--- src/rtl/lock_pkg.sv ---
// Shared types and constants for the register-lock controller and its unlock FSM.
package lock_pkg;

   localparam int NUM_LOCKS = 6;
   localparam int DATA_W    = 32;
   localparam int CNT_W     = 8;
   localparam int IDX_W     = 3;

   localparam int                TIMEOUT_DEFAULT = 16;
   localparam logic [DATA_W-1:0] KEY0_DEFAULT    = 32'hA5A5_0001;
   localparam logic [DATA_W-1:0] KEY1_DEFAULT    = 32'h5A5A_0002;

   localparam logic [3:0] ADDR_JTAG_BASE = 4'd6;
   localparam logic [3:0] ADDR_STATUS    = 4'd12;

   typedef enum logic [2:0] {
      IDLE    = 3'd0,
      ARMED   = 3'd1,
      CLEAR   = 3'd2,
      LOCKOUT = 3'd3
   } state_e;

   // STATUS layout: bits[15:8] counter, bits[2:0] FSM state.
   function automatic logic [DATA_W-1:0] status_word(input state_e state,
                                                      input logic [CNT_W-1:0] count);
      return {16'h0000, count, 5'b00000, state};
   endfunction

endpackage

--- src/rtl/lock_reg_ctrl_if.sv ---
// Request/response bus between a host and the register-lock controller.
interface lock_reg_ctrl_if;
   import lock_pkg::*;

   logic              req_valid;
   logic              req_ready;
   logic              req_we;
   logic [3:0]        req_addr;
   logic [DATA_W-1:0] req_wdata;
   logic              rsp_valid;
   logic [DATA_W-1:0] rsp_rdata;
   logic              rsp_err;

   modport master (
      output req_valid, req_we, req_addr, req_wdata,
      input  req_ready, rsp_valid, rsp_rdata, rsp_err
   );

   modport slave (
      input  req_valid, req_we, req_addr, req_wdata,
      output req_ready, rsp_valid, rsp_rdata, rsp_err
   );

endinterface

--- src/rtl/lock_unlock_fsm.sv ---
// Two-key unlock sequencer with a shared timeout/lockout counter; emits a
// one-cycle clear pulse while in CLEAR.
module lock_unlock_fsm
   import lock_pkg::*;
#(
   parameter int                TIMEOUT = TIMEOUT_DEFAULT,
   parameter logic [DATA_W-1:0] KEY0    = KEY0_DEFAULT,
   parameter logic [DATA_W-1:0] KEY1    = KEY1_DEFAULT
) (
   input  logic              clk_i,
   input  logic              rst_ni,
   input  logic              key_valid_i,
   input  logic [DATA_W-1:0] key_i,
   output state_e            state_o,
   output logic [CNT_W-1:0]  count_o,
   output logic              lock_clear_o
);

   localparam logic [CNT_W-1:0] LOAD = CNT_W'(TIMEOUT - 1);

   // NOTE: state registers use non-blocking assignments so every branch sees
   // the pre-edge values and the simulated behaviour matches the flops.
   always_ff @(posedge clk_i or negedge rst_ni) begin
      if (!rst_ni) begin
         state_o      <= IDLE;
         count_o      <= '0;
         lock_clear_o <= 1'b0;
      end else begin
         lock_clear_o <= 1'b0;
         unique case (state_o)
            IDLE: begin
               if (key_valid_i) begin
                  count_o <= LOAD;
                  state_o <= (key_i == KEY0) ? ARMED : LOCKOUT;
               end
            end
            ARMED: begin
               // KEY1 is still honoured on the cycle the counter reads zero.
               if (key_valid_i && key_i == KEY1) begin
                  state_o      <= CLEAR;
                  count_o      <= '0;
                  lock_clear_o <= 1'b1;
               end else if (key_valid_i) begin
                  state_o <= LOCKOUT;
                  count_o <= LOAD;
               end else if (count_o == '0) begin
                  state_o <= IDLE;
               end else begin
                  count_o <= count_o - 1'b1;
               end
            end
            CLEAR: begin
               state_o <= IDLE;
            end
            LOCKOUT: begin
               if (count_o == '0) state_o <= IDLE;
               else               count_o <= count_o - 1'b1;
            end
            default: begin
               state_o <= IDLE;
               count_o <= '0;
            end
         endcase
      end
   end

endmodule

--- src/rtl/lock_reg_ctrl.sv ---
// Register-lock controller: W1S lock arrays behind a one-cycle-latency bus,
// cleared only by reset or a successful two-key unlock.
module lock_reg_ctrl
   import lock_pkg::*;
#(
   parameter int                TIMEOUT = TIMEOUT_DEFAULT,
   parameter logic [DATA_W-1:0] KEY0    = KEY0_DEFAULT,
   parameter logic [DATA_W-1:0] KEY1    = KEY1_DEFAULT
) (
   input  logic              clk_i,
   input  logic              rst_ni,
   lock_reg_ctrl_if.slave    bus,
   input  logic              key_valid_i,
   input  logic [DATA_W-1:0] key_i,
   output logic [DATA_W-1:0] register_lcks_o [NUM_LOCKS],
   output logic [DATA_W-1:0] jtag_lock_o     [NUM_LOCKS],
   output logic              lock_clear_o
);

   state_e            state;
   logic [CNT_W-1:0]  count;
   logic              accept;
   logic              bad;
   logic              wr_reg;
   logic              wr_jtag;
   logic [IDX_W-1:0]  idx;
   logic [DATA_W-1:0] rd_data;

   lock_unlock_fsm #(
      .TIMEOUT (TIMEOUT),
      .KEY0    (KEY0),
      .KEY1    (KEY1)
   ) u_fsm (
      .clk_i        (clk_i),
      .rst_ni       (rst_ni),
      .key_valid_i  (key_valid_i),
      .key_i        (key_i),
      .state_o      (state),
      .count_o      (count),
      .lock_clear_o (lock_clear_o)
   );

   assign bus.req_ready = (state != CLEAR);
   assign accept        = bus.req_valid && bus.req_ready;

   // NOTE: every signal gets a default before the decode so no path through
   // this block can leave one unassigned and infer a latch.
   always_comb begin
      rd_data = '0;
      bad     = 1'b0;
      wr_reg  = 1'b0;
      wr_jtag = 1'b0;
      idx     = '0;
      if (bus.req_addr < ADDR_JTAG_BASE) begin
         idx     = bus.req_addr[IDX_W-1:0];
         rd_data = register_lcks_o[idx];
         wr_reg  = bus.req_we;
      end else if (bus.req_addr < ADDR_STATUS) begin
         idx     = IDX_W'(bus.req_addr - ADDR_JTAG_BASE);
         rd_data = jtag_lock_o[idx];
         wr_jtag = bus.req_we;
      end else if (bus.req_addr == ADDR_STATUS) begin
         rd_data = status_word(state, count);
         bad     = bus.req_we;
      end else begin
         bad = 1'b1;
      end
   end

   // NOTE: the lock arrays are reset explicitly; they are security state and
   // must come up all-zero, unlike a plain storage RAM.
   always_ff @(posedge clk_i or negedge rst_ni) begin
      if (!rst_ni) begin
         for (int i = 0; i < NUM_LOCKS; i++) begin
            register_lcks_o[i] <= '0;
            jtag_lock_o[i]     <= '0;
         end
         bus.rsp_valid <= 1'b0;
         bus.rsp_rdata <= '0;
         bus.rsp_err   <= 1'b0;
      end else begin
         bus.rsp_valid <= accept;
         bus.rsp_err   <= accept && bad;
         bus.rsp_rdata <= (accept && !bus.req_we && !bad) ? rd_data : '0;

         // The clear pulse wins over any write landing in the same cycle.
         if (lock_clear_o) begin
            for (int i = 0; i < NUM_LOCKS; i++) begin
               register_lcks_o[i] <= '0;
               jtag_lock_o[i]     <= '0;
            end
         end else if (accept && wr_reg) begin
            register_lcks_o[idx] <= register_lcks_o[idx] | bus.req_wdata;
         end else if (accept && wr_jtag) begin
            jtag_lock_o[idx] <= jtag_lock_o[idx] | bus.req_wdata;
         end
      end
   end

endmodule
--- src/flat_wrapper.sv ---
// flat-port wrapper written by rule: the top's interface ports become plain ports
module lock_reg_ctrl_flat import lock_pkg::*;
#(
   parameter int                TIMEOUT = TIMEOUT_DEFAULT,
   parameter logic [DATA_W-1:0] KEY0    = KEY0_DEFAULT,
   parameter logic [DATA_W-1:0] KEY1    = KEY1_DEFAULT
)
  (clk_i, rst_ni, key_valid_i, key_i, register_lcks_o, jtag_lock_o, lock_clear_o, bus_req_valid, bus_req_we, bus_req_addr, bus_req_wdata, bus_req_ready, bus_rsp_valid, bus_rsp_rdata, bus_rsp_err);
  lock_reg_ctrl_if bus_i ();
  input  logic clk_i;
  input  logic rst_ni;
  input  logic key_valid_i;
  input  logic [DATA_W-1:0] key_i;
  output logic [DATA_W-1:0] register_lcks_o[NUM_LOCKS];
  output logic [DATA_W-1:0] jtag_lock_o[NUM_LOCKS];
  output logic lock_clear_o;
  input wire logic [$bits(bus_i.req_valid)-1:0] bus_req_valid;
  input wire logic [$bits(bus_i.req_we)-1:0] bus_req_we;
  input wire logic [$bits(bus_i.req_addr)-1:0] bus_req_addr;
  input wire logic [$bits(bus_i.req_wdata)-1:0] bus_req_wdata;
  output wire logic [$bits(bus_i.req_ready)-1:0] bus_req_ready;
  output wire logic [$bits(bus_i.rsp_valid)-1:0] bus_rsp_valid;
  output wire logic [$bits(bus_i.rsp_rdata)-1:0] bus_rsp_rdata;
  output wire logic [$bits(bus_i.rsp_err)-1:0] bus_rsp_err;
  assign bus_i.req_valid = bus_req_valid;
  assign bus_i.req_we = bus_req_we;
  assign bus_i.req_addr = bus_req_addr;
  assign bus_i.req_wdata = bus_req_wdata;
  assign bus_req_ready = bus_i.req_ready;
  assign bus_rsp_valid = bus_i.rsp_valid;
  assign bus_rsp_rdata = bus_i.rsp_rdata;
  assign bus_rsp_err = bus_i.rsp_err;
  lock_reg_ctrl #(.TIMEOUT(TIMEOUT), .KEY0(KEY0), .KEY1(KEY1)) u_core (.clk_i(clk_i), .rst_ni(rst_ni), .bus(bus_i), .key_valid_i(key_valid_i), .key_i(key_i), .register_lcks_o(register_lcks_o), .jtag_lock_o(jtag_lock_o), .lock_clear_o(lock_clear_o));
endmodule
--- config.mk ---
export PLATFORM = sky130hd
export DESIGN_NAME = lock_reg_ctrl_flat
export DESIGN_NICKNAME = d
export VERILOG_FILES = /design/src/rtl/lock_pkg.sv /design/src/rtl/lock_reg_ctrl_if.sv /design/src/rtl/lock_unlock_fsm.sv /design/src/rtl/lock_reg_ctrl.sv /design/src/flat_wrapper.sv
export SDC_FILE = /design/constraint.sdc
export NUM_CORES = 1
export LEC_CHECK = 0
export ABC_AREA = 1
export CAP_MARGIN = 20
export CORE_MARGIN = 8
export CORE_UTILIZATION = 30
export DETAILED_ROUTE_END_ITERATION = 16
export DONT_BUFFER_PORTS = 1
export PLACE_DENSITY = 0.55
export SYNTH_ARGS = -nofsm -noshare
export SYNTH_HDL_FRONTEND = slang
export SYNTH_HIERARCHICAL = 1
export SYNTH_SLANG_ARGS = --single-unit
--- constraint.sdc ---
create_clock -name clk_i -period 5.5 [get_ports clk_i]
set_input_delay 1.1 -clock clk_i [delete_from_list [all_inputs] [get_ports clk_i]]
set_output_delay 1.1 -clock clk_i [all_outputs]
set_load 0.03 [all_outputs]
==> flow_metrics.tcl, run 1 <==
set metrics [dict create \
    cts_setup_buffers 0 \
    first_iter_violations 2404 \
    syn2layout_area_growth_pct 10.89 \
    chipHeight_microns 303.7 \
    drtAntennaViolNets 0 \
    endpoint_kind "register" \
    start_kind "input pin" \
    rows 105 \
    worst_pin_slew_ns 2.097 \
    drt-pass1-iter-count 6 \
    cp.required_ns 6.02 \
    clk_latency_ns 0.61 \
    violations "slew limit" \
    drc 0 \
    critPathLaunch "bus_req_addr[0]" \
    cts-root-buf "clkbuf_16" \
    p_sw_w 0.005873 \
    io_buffers 0 \
    leakage_nw 14.42 \
    cts_made_buffers 53 \
    status "complete, but fails checks" \
    power_density_nw_per_um2 466.2 \
    yosysUniqueCellTypes 37 \
    synth_area_per_cell_sq_um 6.494 \
    fp.coreArea_sq_um 81980 \
    setup_violations 0 \
    path_clk_slew_ns 0.06 \
    die_area_sq_um 92220 \
    postLayoutSetupSlackWorst_ns 1.572 \
    seqCellArea_sq_um 10760 \
    syn_nets 3899 \
    vias 25390 \
    pre_cts_slack_ns 1.593 \
    slew_viol_final 211 \
    cts_resized 0 \
    synthesis.area_sq_um 24830 \
    multi_input_area_sq_um 12670 \
    netlist_instances 3823 \
    pwr-share-seq 0.527 \
    rsz0062_at_grt "false" \
    routedWlPerCell_microns 26.08 \
    max-vdd-ir-drop_mv 0.1835 \
    die_w_microns 303.7 \
    dpl.hpwl_microns 83030 \
    cp_max_fo 346 \
    skew_ns 0.02740 \
    combPwrFrac 0.180 \
    htree_levels 2 \
    num-fill-cells 8855 \
    crit_path_top_delay_cell "nand2_8" \
    hp-class "input pin to asynchronous set/reset pin" \
    cap_viol_max_count 0 \
    grt_max_degree 431 \
    max_freq_mhz 254.6 \
    ioPinCount 493 \
    crit_type "input pin to register" \
    antenna_found_initial 4 \
    start_util 0.3029 \
    r2r_setup_slack_ns 1.99 \
    setup_tns_ns 0 \
    yosysMostFrequentCell "nand2_1" \
    grt_pass1_vias 23460 \
    netSwitchingFraction 0.4576 \
    cpMostUsedCell "nand2_1" \
    finalWirelength_microns 125300 \
    cp_cell_sequence "nand2_8 > buf_12 > nand3_1 > nor2_4 > buf_4 > nand2_1 > nand2_1" \
    grt_pass1_wl_microns 180000 \
    cpPeakStageDelay_ns 0.82 \
    async_flop_share 1.000 \
    yosys.area.top_type "dfrtp_1" \
    drive_gt1_frac 0.05442 \
    r2r_cells 9 \
    post-route-min-period_ns 3.928 \
    postCtsHoldBufs 0 \
    ys_warn_count 6 \
    nets 3764 \
    grt.total_usage 0.2596 \
    synth_ff_type "dfrtp_1" \
    arrival_ns 4.45 \
    ys_seq_elements 430 \
    synth-edff-count 0 \
    r2r_end "u_core/register_lcks_o[59]" \
    r2r-start "u_core/u_fsm/state_o[0]" \
    cts_tree "built" \
    ys_seq_area_frac 0.4334 \
    synth_area_leaders "dfrtp_1 43%, nand2_1 32%, nand3_1 8.0%" \
    cts.sinks 430 \
    slew_headroom -0.3980 \
    viasPerCell 5.285 \
    min_period_over_period 0.7142 \
    power.internal_w 0.006961 \
    p_clk_frac 0.293 \
    gp_congestion 0.8887 \
    synth.top_cell.area_share 0.4334 \
    clockBufferDepth 3 \
    ys_top_cells_by_count "2,086 x nand2_1, 430 x dfrtp_1, 395 x nand3_1" \
    overflow 0 \
    hold_viol_final 0 \
]
==> routing by layer <==
layer,GRT usage,up-vias,wire length [microns]
met5,0,-,19
met4,0.1089,4,5700
met3,0.08581,215,12960
met2,0.4155,1286,57260
met1,0.3194,12180,49320
li1,-,11700,-
==> worst max-delay path, delay by kind of cell <==
kind | cells | cell delay [ns]
buffers and inverters | 2 | 0.76
and+or+nand+nor | 5 | 1.94
==> how the worst max path moves through the flow <==
stage               slack (ns)                           to  cells after the start
finish                    1.57   u_core/register_lcks_o[59]                      7
global route              1.76   u_core/register_lcks_o[59]                      9
CTS                       1.89   u_core/register_lcks_o[59]                      9
detailed placement        1.59  u_core/register_lcks_o[164]                      9
global placement          1.64  u_core/register_lcks_o[171]                      9
floorplan                 2.36     u_core/bus.rsp_rdata[31]                     13
==> sequential cells by signal, indices dropped and copies added, names as in the netlist <==
name / flops
u_core/u_fsm/count_o: 8
u_core/register_lcks_o: 192
u_core/bus.rsp_rdata: 32
u_core/bus.rsp_valid: 1
u_core/bus.rsp_err: 1
u_core/jtag_lock_o: 192
u_core/u_fsm/lock_clear_o: 1
u_core/u_fsm/state_o: 3
==> power by group through the flow <==
stage	registers (W)	clock network [W]	logic (W)
finish	0.00676	0.00377	0.00231
global route	0.00687	0.00396	0.00263
CTS	0.00676	0.00385	0.00229
detailed placement	0.00682	0	0.00228
global placement	0.00682	0	0.00224
floorplan	0.00607	0	0.00177
==> per-stage QoR <==
step           hold WS (ns)  cells  cell area, sq um  power, W  utilization
2_1_floorplan        0.4928   3823             24830  0.007841            -
3_3_place_gp         0.5711   4702             25640  0.009067       0.3128
3_5_place_dp         0.5660   4702             25640  0.009105       0.3128
4_1_cts              0.1722   4799             27500   0.01290       0.3355
5_1_grt              0.1835   4800             27520   0.01346       0.3357
6_report             0.2297   4803             27530   0.01283       0.3358
==> area by class of cell <==
type,count,share of cell area
Multi-Input combinational cell,3027,0.4602
Sequential cell,430,0.3909
Clock buffer,76,0.05754
Tap cell,1070,0.04863
Inverter,126,0.01750
Timing Repair Buffer,50,0.01500
Clock inverter,21,0.009999
Antenna cell,3,0.0002727
==> cells by family after synthesis <==
logic type,synth area share
and+or+nand+nor,0.4436
adders and majority gates,0.001512
DFF,0.4334
AOI/OAI and AO/OA,0.05886
xor gates and xnor gates,0.001059
other,0.0001510
buffers and inverters,0.06143
==> cell usage in the layout, fill, tap and decap left out, drive strengths merged <==
master	n
ha	3
a31oi	7
bufinv	6
a21boi	1
o21ai	190
nand2	2097
nor3	4
nor4	1
a21oi	72
xor2	3
inv	124
nand4	2
nor2	226
clkinv	15
conb	1
clkinvlp	2
nand3b	12
dfrtp	430
o211ai	8
buf	50
diode	3
clkbuf	76
o22ai	2
nand3	398
Power figures use the tool's default switching activity.
==> inputs of run 2 (changes only) <==
--- a/config.mk
+++ b/config.mk
@@ -11,7 +11,7 @@
 export CORE_UTILIZATION = 30
 export DETAILED_ROUTE_END_ITERATION = 16
 export DONT_BUFFER_PORTS = 1
-export PLACE_DENSITY = 0.55
+export PLACE_DENSITY = 0.56
 export SYNTH_ARGS = -nofsm -noshare
 export SYNTH_HDL_FRONTEND = slang
 export SYNTH_HIERARCHICAL = 1
==> constraint.sdc (replaced) <==
create_clock -name clk_i -period 3.6 [get_ports clk_i]
set_input_delay 0.72 -clock clk_i [delete_from_list [all_inputs] [get_ports clk_i]]
set_output_delay 0.72 -clock clk_i [all_outputs]
set_load 0.03 [all_outputs]
==> run 2 against run 1 <==
Effect of this change:
- the run ends with hold timing left
- critical path depth is 4 higher
- core utilization is 0.37 points higher
- non-clock buffer count is 5 higher
- final cell count is 0.21% higher
- first-iteration DRC count is 14% higher
- highest routed layer unchanged
- count of clock-buffer cells in the layout is 9 lower
- sequential cell count stayed put
- worst setup slack worse by 0.68 ns
- critical path type is now register to register
- register-to-register slack worse by 1.1 ns
==> flow_metrics.tcl, run 2 (synthesis gave the netlist of run 1 again) <==
set metrics [dict create \
    min_period_over_period 0.7530 \
    antenna_found_initial 6 \
    grt_max_degree 431 \
    endpoint_kind "register" \
    grt.total_usage 0.2567 \
    skew_ns 0.02134 \
    path_clk_slew_ns 0.06 \
    cp_max_fo 32 \
    power_density_nw_per_um2 717.5 \
    dpl.hpwl_microns 82720 \
    r2r-start "u_core/u_fsm/state_o[0]" \
    nets 3769 \
    leakage_nw 14.53 \
    die_w_microns 303.7 \
    worst_pin_slew_ns 0.9872 \
    cts_setup_buffers 0 \
    routedWlPerCell_microns 25.92 \
    first_iter_violations 2747 \
    fp.coreArea_sq_um 81980 \
    die_area_sq_um 92220 \
    status "complete, but fails checks" \
    io_buffers 0 \
    ioPinCount 493 \
    drc 0 \
    overflow 0 \
    cts_made_buffers 53 \
    grt_pass1_vias 23440 \
    drive_gt1_frac 0.05645 \
    setup_violations 0 \
    violations "hold timing" \
    slew_headroom 0.3419 \
    cp.required_ns 4.14 \
    finalWirelength_microns 124800 \
    gp_congestion 0.8848 \
    max-vdd-ir-drop_mv 0.3597 \
    setup_tns_ns 0 \
    layout_common_cells "2,086 x nand2_1, 430 x dfrtp_1, 394 x nand3_1" \
    cts_tree "built" \
    start_kind "register" \
    layout.cells.non_filler 4813 \
    crit_type "register to register" \
    hold_viol_final 348 \
    drtAntennaViolNets 0 \
    cpMostUsedCell "nand2_1" \
    drt-pass1-iter-count 6 \
    arrival_ns 3.25 \
    crit_path_top_delay_cell "buf_4" \
    cts.sinks 430 \
    final_common_cell "nand2_1" \
    r2r_end "u_core/register_lcks_o[90]" \
    vias 25730 \
    slew_viol_final 0 \
    cp_num_buf_inv 4 \
    max_freq_mhz 368.9 \
    r2r_setup_slack_ns 0.89 \
    r2r_cells 11 \
    pre_cts_slack_ns 0.3851 \
    cts-root-buf "clkbuf_16" \
    viasPerCell 5.346 \
    placed_cells 4708 \
    cap_viol_max_count 0 \
    clk_latency_ns 0.62 \
    post-route-min-period_ns 2.711 \
    place_area_sq_um 25840 \
    grt_pass1_wl_microns 177900 \
    reg_top3 "u_core/jtag_lock_o: 192 flops, u_core/register_lcks_o: 192 flops, u_core/bus.rsp_rdata: 32 flops" \
    cp_cell_sequence "inv_1 > nand3_1 > buf_4 > nand2_1 > inv_1 > nand3_2 > nand2_1 > nand2_1 > buf_4 > nand2_1 > nand2_1" \
    critPathTopFamily "simple AND/OR/NAND/NOR gates" \
    rows 105 \
    postLayoutSetupSlackWorst_ns 0.8892 \
    cpPeakStageDelay_ns 0.51 \
    clockBufferDepth 3 \
    syn2layout_area_growth_pct 12.12 \
    final_area_sq_um 27840 \
    htree_levels 2 \
    hp-class "input pin to asynchronous set/reset pin" \
    hold-worst-slack_ns -0.1632 \
    rsz0062_at_grt "false" \
    start_util 0.3029 \
    chipHeight_microns 303.7 \
]
-- run 2: worst max-delay path by stage --
stage / start / end / cells after the start
floorplan: bus_req_addr[1] / u_core/bus.rsp_rdata[31] / 13
global placement: bus_req_addr[2] / u_core/register_lcks_o[159] / 10
detailed placement: bus_req_addr[2] / u_core/register_lcks_o[131] / 10
CTS: u_core/u_fsm/state_o[0] / u_core/register_lcks_o[106] / 11
global route: u_core/u_fsm/state_o[0] / u_core/register_lcks_o[94] / 11
finish: u_core/u_fsm/state_o[0] / u_core/register_lcks_o[90] / 11
-- run 2: routing by layer --
layer | vias to the layer above | global-route usage | wire length [microns]
met5 | - | 0 | 13
met1 | 12410 | 0.3138 | 48310
met4 | 2 | 0.1124 | 6157
li1 | 11750 | - | -
met2 | 1343 | 0.4090 | 56530
met3 | 228 | 0.08755 | 13740
-- run 2: metrics by stage --
step | hold WS (ns) | utilization | total power, W
3_3_place_gp | 0.4589 | 0.3152 | 0.01384
5_1_grt | -0.1936 | 0.3394 | 0.02094
3_5_place_dp | 0.4604 | 0.3152 | 0.01391
4_1_cts | -0.1979 | 0.3394 | 0.02008
6_report | -0.1632 | 0.3396 | 0.01997
2_1_floorplan | 0.4244 | - | 0.01198
-- run 2: final cells by class --
cell class                 count  area, sq um
inverter                     126        481.7
clock inverter                33        476.7
multi-input combinational   3027        12650
sequential                   430        10760
timing repair buffer          55        600.6
antenna                        5        12.51
fill                        8806        54140
tap                         1070         1339
clock buffer                  67         1511
-- run 2: where the power goes --
part	switching (W)	internal (W)	total, W
logic	0.00226	0.00127	0.00353
clock network	0.00237	0.00377	0.00614
registers	0.00441	0.00590	0.0103
-- run 2: timing repair --
| action | CTS | global route |
|---|---|---|
| endpoints found under the hold margin | 430 | 430 |
| resized for setup | 0 | 0 |
| endpoints found under the setup margin | 0 | 0 |
